==> src/rtl/pwm_pkg.sv <==
// pwm_pkg: shared FSM encoding, ratio width and ramp step arithmetic (used with optional PWM_RAMP_TIMEOUT_EN)
package pwm_pkg;
    localparam int PWM_RATIO_W = 8;
    localparam int PWM_PERIOD  = 256;

    typedef enum logic [1:0] {ST_IDLE, ST_WAIT_TICK, ST_UPDATE} state_e;

    // One bounded step from cur toward goal, clamped at goal; 9-bit math so it never wraps
    function automatic logic [PWM_RATIO_W-1:0] ramp_next(
        input logic [PWM_RATIO_W-1:0] cur,
        input logic [PWM_RATIO_W-1:0] goal,
        input logic [3:0]             step
    );
        logic [8:0] st, up, dn;
        st = {5'd0, ((step == 4'd0) ? 4'd1 : step)};
        up = {1'b0, cur} + st;
        dn = {1'b0, cur} - st;
        if (goal > cur)
            ramp_next = (up > {1'b0, goal}) ? goal : up[7:0];
        else
            ramp_next = (dn[8] || dn < {1'b0, goal}) ? goal : dn[7:0];
    endfunction
endpackage

==> src/rtl/ramp_tick_gen.sv <==
// ramp_tick_gen: TICK_DIV prescaler pacing ramp steps, held at zero while clear_i is high
module ramp_tick_gen #(
    parameter int TICK_DIV = 1000
) (
    input  logic clock,
    input  logic reset_n,
    input  logic clear_i,
    output logic tc_o
);
    logic [15:0] cnt_q;

    assign tc_o = ~clear_i && (cnt_q == 16'(TICK_DIV - 1));

    // Free count 0..TICK_DIV-1, restarted on clear and on terminal count
    always_ff @(posedge clock or negedge reset_n) begin
        if (!reset_n)
            cnt_q <= '0;
        else if (clear_i || tc_o)
            cnt_q <= '0;
        else
            cnt_q <= cnt_q + 16'd1;
    end
endmodule

==> src/rtl/pwm_ramp_ctrl.sv <==
// pwm_ramp_ctrl: slews pwm duty toward a goal in bounded steps over the update/done handshake; PWM_RAMP_TIMEOUT_EN adds a handshake watchdog
module pwm_ramp_ctrl import pwm_pkg::*; #(
    parameter int TICK_DIV       = 1000,
    parameter int TIMEOUT_CYCLES = 512
) (
    input  logic                   clock,
    input  logic                   reset_n,
    input  logic                   enable,
    input  logic                   brake,
    input  logic [PWM_RATIO_W-1:0] target_ratio,
    input  logic                   target_valid,
    input  logic [3:0]             step_size,
    input  logic                   pwm_done,
    output logic [PWM_RATIO_W-1:0] pwm_ratio,
    output logic                   pwm_update,
    output logic                   pwm_enable,
    output logic [PWM_RATIO_W-1:0] current_ratio,
    output logic                   busy,
    output logic                   at_target,
    output logic                   err
);
    state_e                 state_q;
    logic [PWM_RATIO_W-1:0] goal_q, goal_d, cur_q, ratio_q, nxt;
    logic                   upd_q, en_q, tc, timeout, halt;

    ramp_tick_gen #(.TICK_DIV(TICK_DIV)) u_tick (
        .clock   (clock),
        .reset_n (reset_n),
        .clear_i (state_q != ST_WAIT_TICK),
        .tc_o    (tc)
    );

    // Brake pins the goal to zero ahead of any host retarget
    always_comb goal_d = brake ? '0 : (target_valid ? target_ratio : goal_q);

    assign nxt = ramp_next(cur_q, goal_d, step_size);

`ifdef PWM_RAMP_TIMEOUT_EN
    logic [15:0] to_cnt_q;
    logic        err_q, halt_q;

    assign timeout = (state_q == ST_UPDATE) && !pwm_done && (to_cnt_q == 16'(TIMEOUT_CYCLES - 1));
    assign halt    = halt_q && !target_valid;
    assign err     = err_q;

    // Handshake watchdog; a timeout parks the sequencer until the host retargets
    always_ff @(posedge clock or negedge reset_n) begin
        if (!reset_n) begin
            to_cnt_q <= '0;
            err_q    <= 1'b0;
            halt_q   <= 1'b0;
        end else begin
            to_cnt_q <= (state_q == ST_UPDATE && !timeout) ? to_cnt_q + 16'd1 : '0;
            err_q    <= timeout | (err_q & ~target_valid);
            halt_q   <= timeout | (halt_q & ~target_valid);
        end
    end
`else
    assign timeout = 1'b0;
    assign halt    = 1'b0;
    assign err     = 1'b0;
`endif

    // Step sequencer: wait one tick, issue one bounded step, hold it until pwm acknowledges
    always_ff @(posedge clock or negedge reset_n) begin
        if (!reset_n) begin
            state_q <= ST_IDLE;
            goal_q  <= '0;
            cur_q   <= '0;
            ratio_q <= '0;
            upd_q   <= 1'b0;
            en_q    <= 1'b0;
        end else begin
            goal_q <= goal_d;
            en_q   <= enable & ~brake;
            case (state_q)
                ST_IDLE: begin
                    if (goal_d != cur_q && !halt) begin
                        if (brake) begin
                            ratio_q <= '0;
                            upd_q   <= 1'b1;
                            state_q <= ST_UPDATE;
                        end else begin
                            state_q <= ST_WAIT_TICK;
                        end
                    end
                end
                ST_WAIT_TICK: begin
                    if (brake) begin
                        ratio_q <= '0;
                        upd_q   <= 1'b1;
                        state_q <= ST_UPDATE;
                    end else if (tc) begin
                        if (goal_d == cur_q) begin
                            state_q <= ST_IDLE;
                        end else begin
                            ratio_q <= nxt;
                            upd_q   <= 1'b1;
                            state_q <= ST_UPDATE;
                        end
                    end
                end
                ST_UPDATE: begin
                    if (timeout) begin
                        upd_q   <= 1'b0;
                        state_q <= ST_IDLE;
                    end else if (pwm_done) begin
                        cur_q   <= ratio_q;
                        upd_q   <= 1'b0;
                        state_q <= (goal_d == ratio_q) ? ST_IDLE : ST_WAIT_TICK;
                    end
                end
                default: state_q <= ST_IDLE;
            endcase
        end
    end

    assign pwm_ratio     = ratio_q;
    assign pwm_update    = upd_q;
    assign pwm_enable    = en_q;
    assign current_ratio = cur_q;
    assign busy          = (state_q != ST_IDLE);
    assign at_target     = (state_q == ST_IDLE) && (cur_q == goal_q);
endmodule

==> config.mk <==
export PLATFORM = sky130hd
export DESIGN_NAME = pwm_ramp_ctrl
export DESIGN_NICKNAME = d
export VERILOG_FILES = /design/src/rtl/pwm_pkg.sv /design/src/rtl/ramp_tick_gen.sv /design/src/rtl/pwm_ramp_ctrl.sv
export SDC_FILE = /design/constraint.sdc
export NUM_CORES = 1
export LEC_CHECK = 0
export BUFFER_PORTS_ARGS = -buffer_cell sky130_fd_sc_hd__buf_4
export CAP_MARGIN = 20
export CORE_MARGIN = 2
export CORE_UTILIZATION = 55
export CTS_BUF_LIST = sky130_fd_sc_hd__clkbuf_8
export DETAILED_ROUTE_END_ITERATION = 12
export PLACE_DENSITY = 0.79
export SETUP_SLACK_MARGIN = 0.02
export SLEW_MARGIN = 10
export SYNTH_ARGS = -nofsm -noshare
export SYNTH_HDL_FRONTEND = slang
export SYNTH_SLANG_ARGS = --single-unit
==> constraint.sdc <==
create_clock -name clock -period 3 [get_ports clock]
set_input_delay 0.45 -clock clock [delete_from_list [all_inputs] [get_ports clock]]
set_output_delay 0.45 -clock clock [all_outputs]
set_load 0.1 [all_outputs]
==> impl_metrics.csv <==
group,metric,value,unit
timing,skew,0.01015,ns
setup_path,crit_path_end_kind,"register",
cts,clk_latency,0.31,ns
setup_path,worstPathArrival,3.48,ns
finish,final_area,4365,um2
synthesis,synth_top_cell_by_area,"dfrtp_1",
timing,rsz0062_at_grt,"yes",
timing,min_period,3.294,ns
finish,regArea,1119,um2
timing,slew_headroom,0.5608,
global_routing,grt_pass1_wl,16040,um
routing,firstDrtPassIters,5,
power_and_ir_drop,switching_share,0.3750,
timing,fmaxAchievable,303.6,MHz
placed_design,place.gp.congestion,0.9791,
finish,antenna_cells,0,
synthesis,netlist.area_leader.share,0.3170,
power_and_ir_drop,combPwrFrac,0.349,
run_status,status,"complete, but fails checks",
synthesis,synth_edf_count,0,
setup_path,r2r-start,"current_ratio[0]",
power_and_ir_drop,switchingPower,652.5,uW
setup_path,r2r-end,"pwm_ratio[1]",
routing,wl_per_cell,19.08,um
job,maxCapViolations,0,
setup_path,crit_required,3.18,ns
setup_path,path_max_fanout,11,
finish,drive_above_1_share,0.3252,
routing,routed_wl,9998,um
power_and_ir_drop,peakVddDrop,0.0004740,V
global_routing,antenna_found_initial,0,
power_and_ir_drop,p_leak,1.989,nW
synthesis,synth_cells,371,
timing,final_hold_viol_count,0,
routing,dr_total_vias,3185,
synthesis,yosysMostFrequentCell,"dfrtp_1",
power_and_ir_drop,pwr-share-seq,0.378,
synthesis,ys_top_cells_by_count,"44 x dfrtp_1, 32 x ha_1, 29 x xnor2_1, 26 x nor2_1, 24 x inv_1",
synthesis,syn_avg_cell_area,9.362,um2
floorplanning,initial_utilization,0.5764,
cts,clk_pin_slew_worst_paths,0.10,ns
cts,cts_num_sinks,44,
setup_path,r2r_cells,14,
timing,finalSetupViolations,8,
routing,drc,0,
floorplanning,ios,39,
timing,worst_slew_pin_slew,0.6568,ns
floorplanning,die_h,83.47,um
synthesis,ys_seq_elements,44,
finish,areaGrowthSynthToFinish,25.68,%
synthesis,synth-async-reset-ratio,1.000,
synthesis,synth_fp_nets,423,
routing,avgViaCountPerCell,6.078,
timing,layout_setup_ws,-0.2939,ns
finish,fillers,462,
cts,cts_root_buf,"clkbuf_8",
placed_design,hpwl,7270,um
finish,postLayoutCoreUtil,0.7245,
finish,nNetsFinal,500,
floorplanning,die-area,6966,um2
timing,min_period_over_period,1.098,
global_routing,grt_overflow,0,
floorplanning,fp.dieW,83.47,um
power_and_ir_drop,power,1.740,mW
synthesis,ys_top_cells_by_area,"dfrtp_1 32%, ha_1 12%, xnor2_1 7.3%",
power_and_ir_drop,powerDensity,398.6,nW/um2
placed_design,port_buffers,37,
finish,multi_input_area,2270,um2
routing,ant_nets,0,
placed_design,dp_slack,-0.6696,ns
synthesis,yosysSeqAreaShare,0.3170,
global_routing,track_usage,0.2910,
cts,cts.path.max_buffers,2,
setup_path,crit_type,"register to register",
synthesis,syn-cell-area,3473,um2
timing,drv_slew,0,
worst_hold_path,min_path_type,"input pin to async pin",
synthesis,synth_warnings,0,
timing,setup_tns,-1.834,ns
cts,cts-hold-fix-buffers,0,
cts,cts_tree,"built",
global_routing,grt_pass1_vias,3246,
cts,numCtsBuffers,5,
setup_path,ff2ff_setup_slack,-0.29,ns
routing,drt_iter0_markers,357,
run_status,failed_checks,"setup timing",
power_and_ir_drop,clkPwrFrac,0.273,
floorplanning,fp.coreArea,6026,um2
synthesis,synth_ff_type,"dfrtp_1",
power_and_ir_drop,p_int,1.088,mW
cts,cts_max_level,2,
floorplanning,rows,28,
global_routing,grt_max_degree,45,
placed_design,place_area,4167,um2
setup_path,critical_path.startpoint_type,"register",
synthesis,synth_cell_types,59,
-- metrics by stage --
step | hold WS (ns) | cells
floorplan | 0.1544 | 371
global placement | 0.4829 | 509
detailed placement | 0.4881 | 509
CTS | 0.1492 | 521
global route | 0.1896 | 524
finish | 0.1334 | 524
-- worst max-delay path: stages (launching register included) --
cell and delay [ns]:
dfrtp_4 0.46, buf_4 0.12, inv_2 0.03, ha_4 0.16, fa_2 0.39, nor2b_2 0.13
o22ai_1 0.09, xnor2_1 0.22, ha_1 0.27, and3_1 0.18, a22oi_1 0.28, and3_2 0.38
nor3_1 0.08, o21ai_0 0.25, o211ai_1 0.14
-- per-layer routing --
metal,track usage,vias to the layer above,wire length (um)
li1,-,1467,-
met1,0.3729,1531,4192
met2,0.4853,149,4727
met3,0.04055,38,639
met4,0.1393,0,439
met5,0,-,0
-- logic make-up (layout without fill, tap and decap cells) --
group,count (synthesis),count (layout),synth area share
simple gates,114,114,0.1830
compound gates,73,73,0.1495
fa+ha+maj,34,34,0.1268
flops,44,44,0.3170
other cells,1,1,0.001080
buf+inv,43,121,0.05475
mux,23,23,0.06952
xor+xnor,39,39,0.09834
-- sequential cells by signal, indices dropped and copies added, names as in the netlist --
name / count
pwm_update: 1
goal_q: 8
u_tick.cnt_q: 16
pwm_enable: 1
pwm_ratio: 8
state_q: 2
current_ratio: 8
-- final cells by class --
cell class / count / area share
Clock buffer: 5 / 0.01576
Clock inverter: 3 / 0.009745
Tap cell: 75 / 0.02150
Multi-Input combinational cell: 284 / 0.5199
Timing Repair Buffer: 88 / 0.1531
Inverter: 25 / 0.02379
Sequential cell: 44 / 0.2562
-- how the worst max path moves through the flow --
stage                     startpoint           end  slack, ns  depth (start not counted)
CTS                 current_ratio[0]  pwm_ratio[0]      -0.20                         13
global placement        step_size[2]  pwm_ratio[5]      -0.58                         17
global route        current_ratio[0]  pwm_ratio[1]      -0.46                         14
detailed placement      step_size[2]  pwm_ratio[6]      -0.67                         17
finish              current_ratio[0]  pwm_ratio[1]      -0.29                         14
floorplan               step_size[2]  pwm_ratio[0]      -0.27                         15
-- timing repair --
action / 4_1_cts / 5_1_grt
setup buffers: 4 / 3
gates resized for setup: 8 / 1
endpoints found under the setup margin: 8 / 8
pin swaps: 8 / 3
-- power by group through the flow --
stage                     clock network [mW]  registers, mW  logic [mW]
after floorplan                            0          0.714       0.359
after global placement                     0          0.666       0.565
after detailed placement                   0          0.669       0.572
after CTS                              0.478          0.657       0.590
after global routing                   0.498          0.662       0.647
final                                  0.475          0.658       0.607
-- cells in the final DEF, fill, tap and decap left out, drive strengths merged, types with 3 or more instances in the layout --
| master | count |
|---|---|
| a21boi | 5 |
| a21o | 4 |
| a21oi | 14 |
| a31oi | 4 |
| and3 | 4 |
| buf | 88 |
| clkbuf | 5 |
| dfrtp | 44 |
| ha | 32 |
| inv | 25 |
| mux2 | 9 |
| mux2i | 14 |
| nand2 | 14 |
| nand2b | 4 |
| nand3 | 11 |
| nand3b | 3 |
| nand4 | 13 |
| nor2 | 26 |
| nor2b | 5 |
| nor3 | 4 |
| nor4 | 4 |
| o2111ai | 3 |
| o211ai | 8 |
| o21a | 3 |
| o21ai | 16 |
| or2 | 11 |
| or3 | 6 |
| xnor2 | 29 |
| xor2 | 10 |
Note: power is estimated with default switching activity, not from simulation.
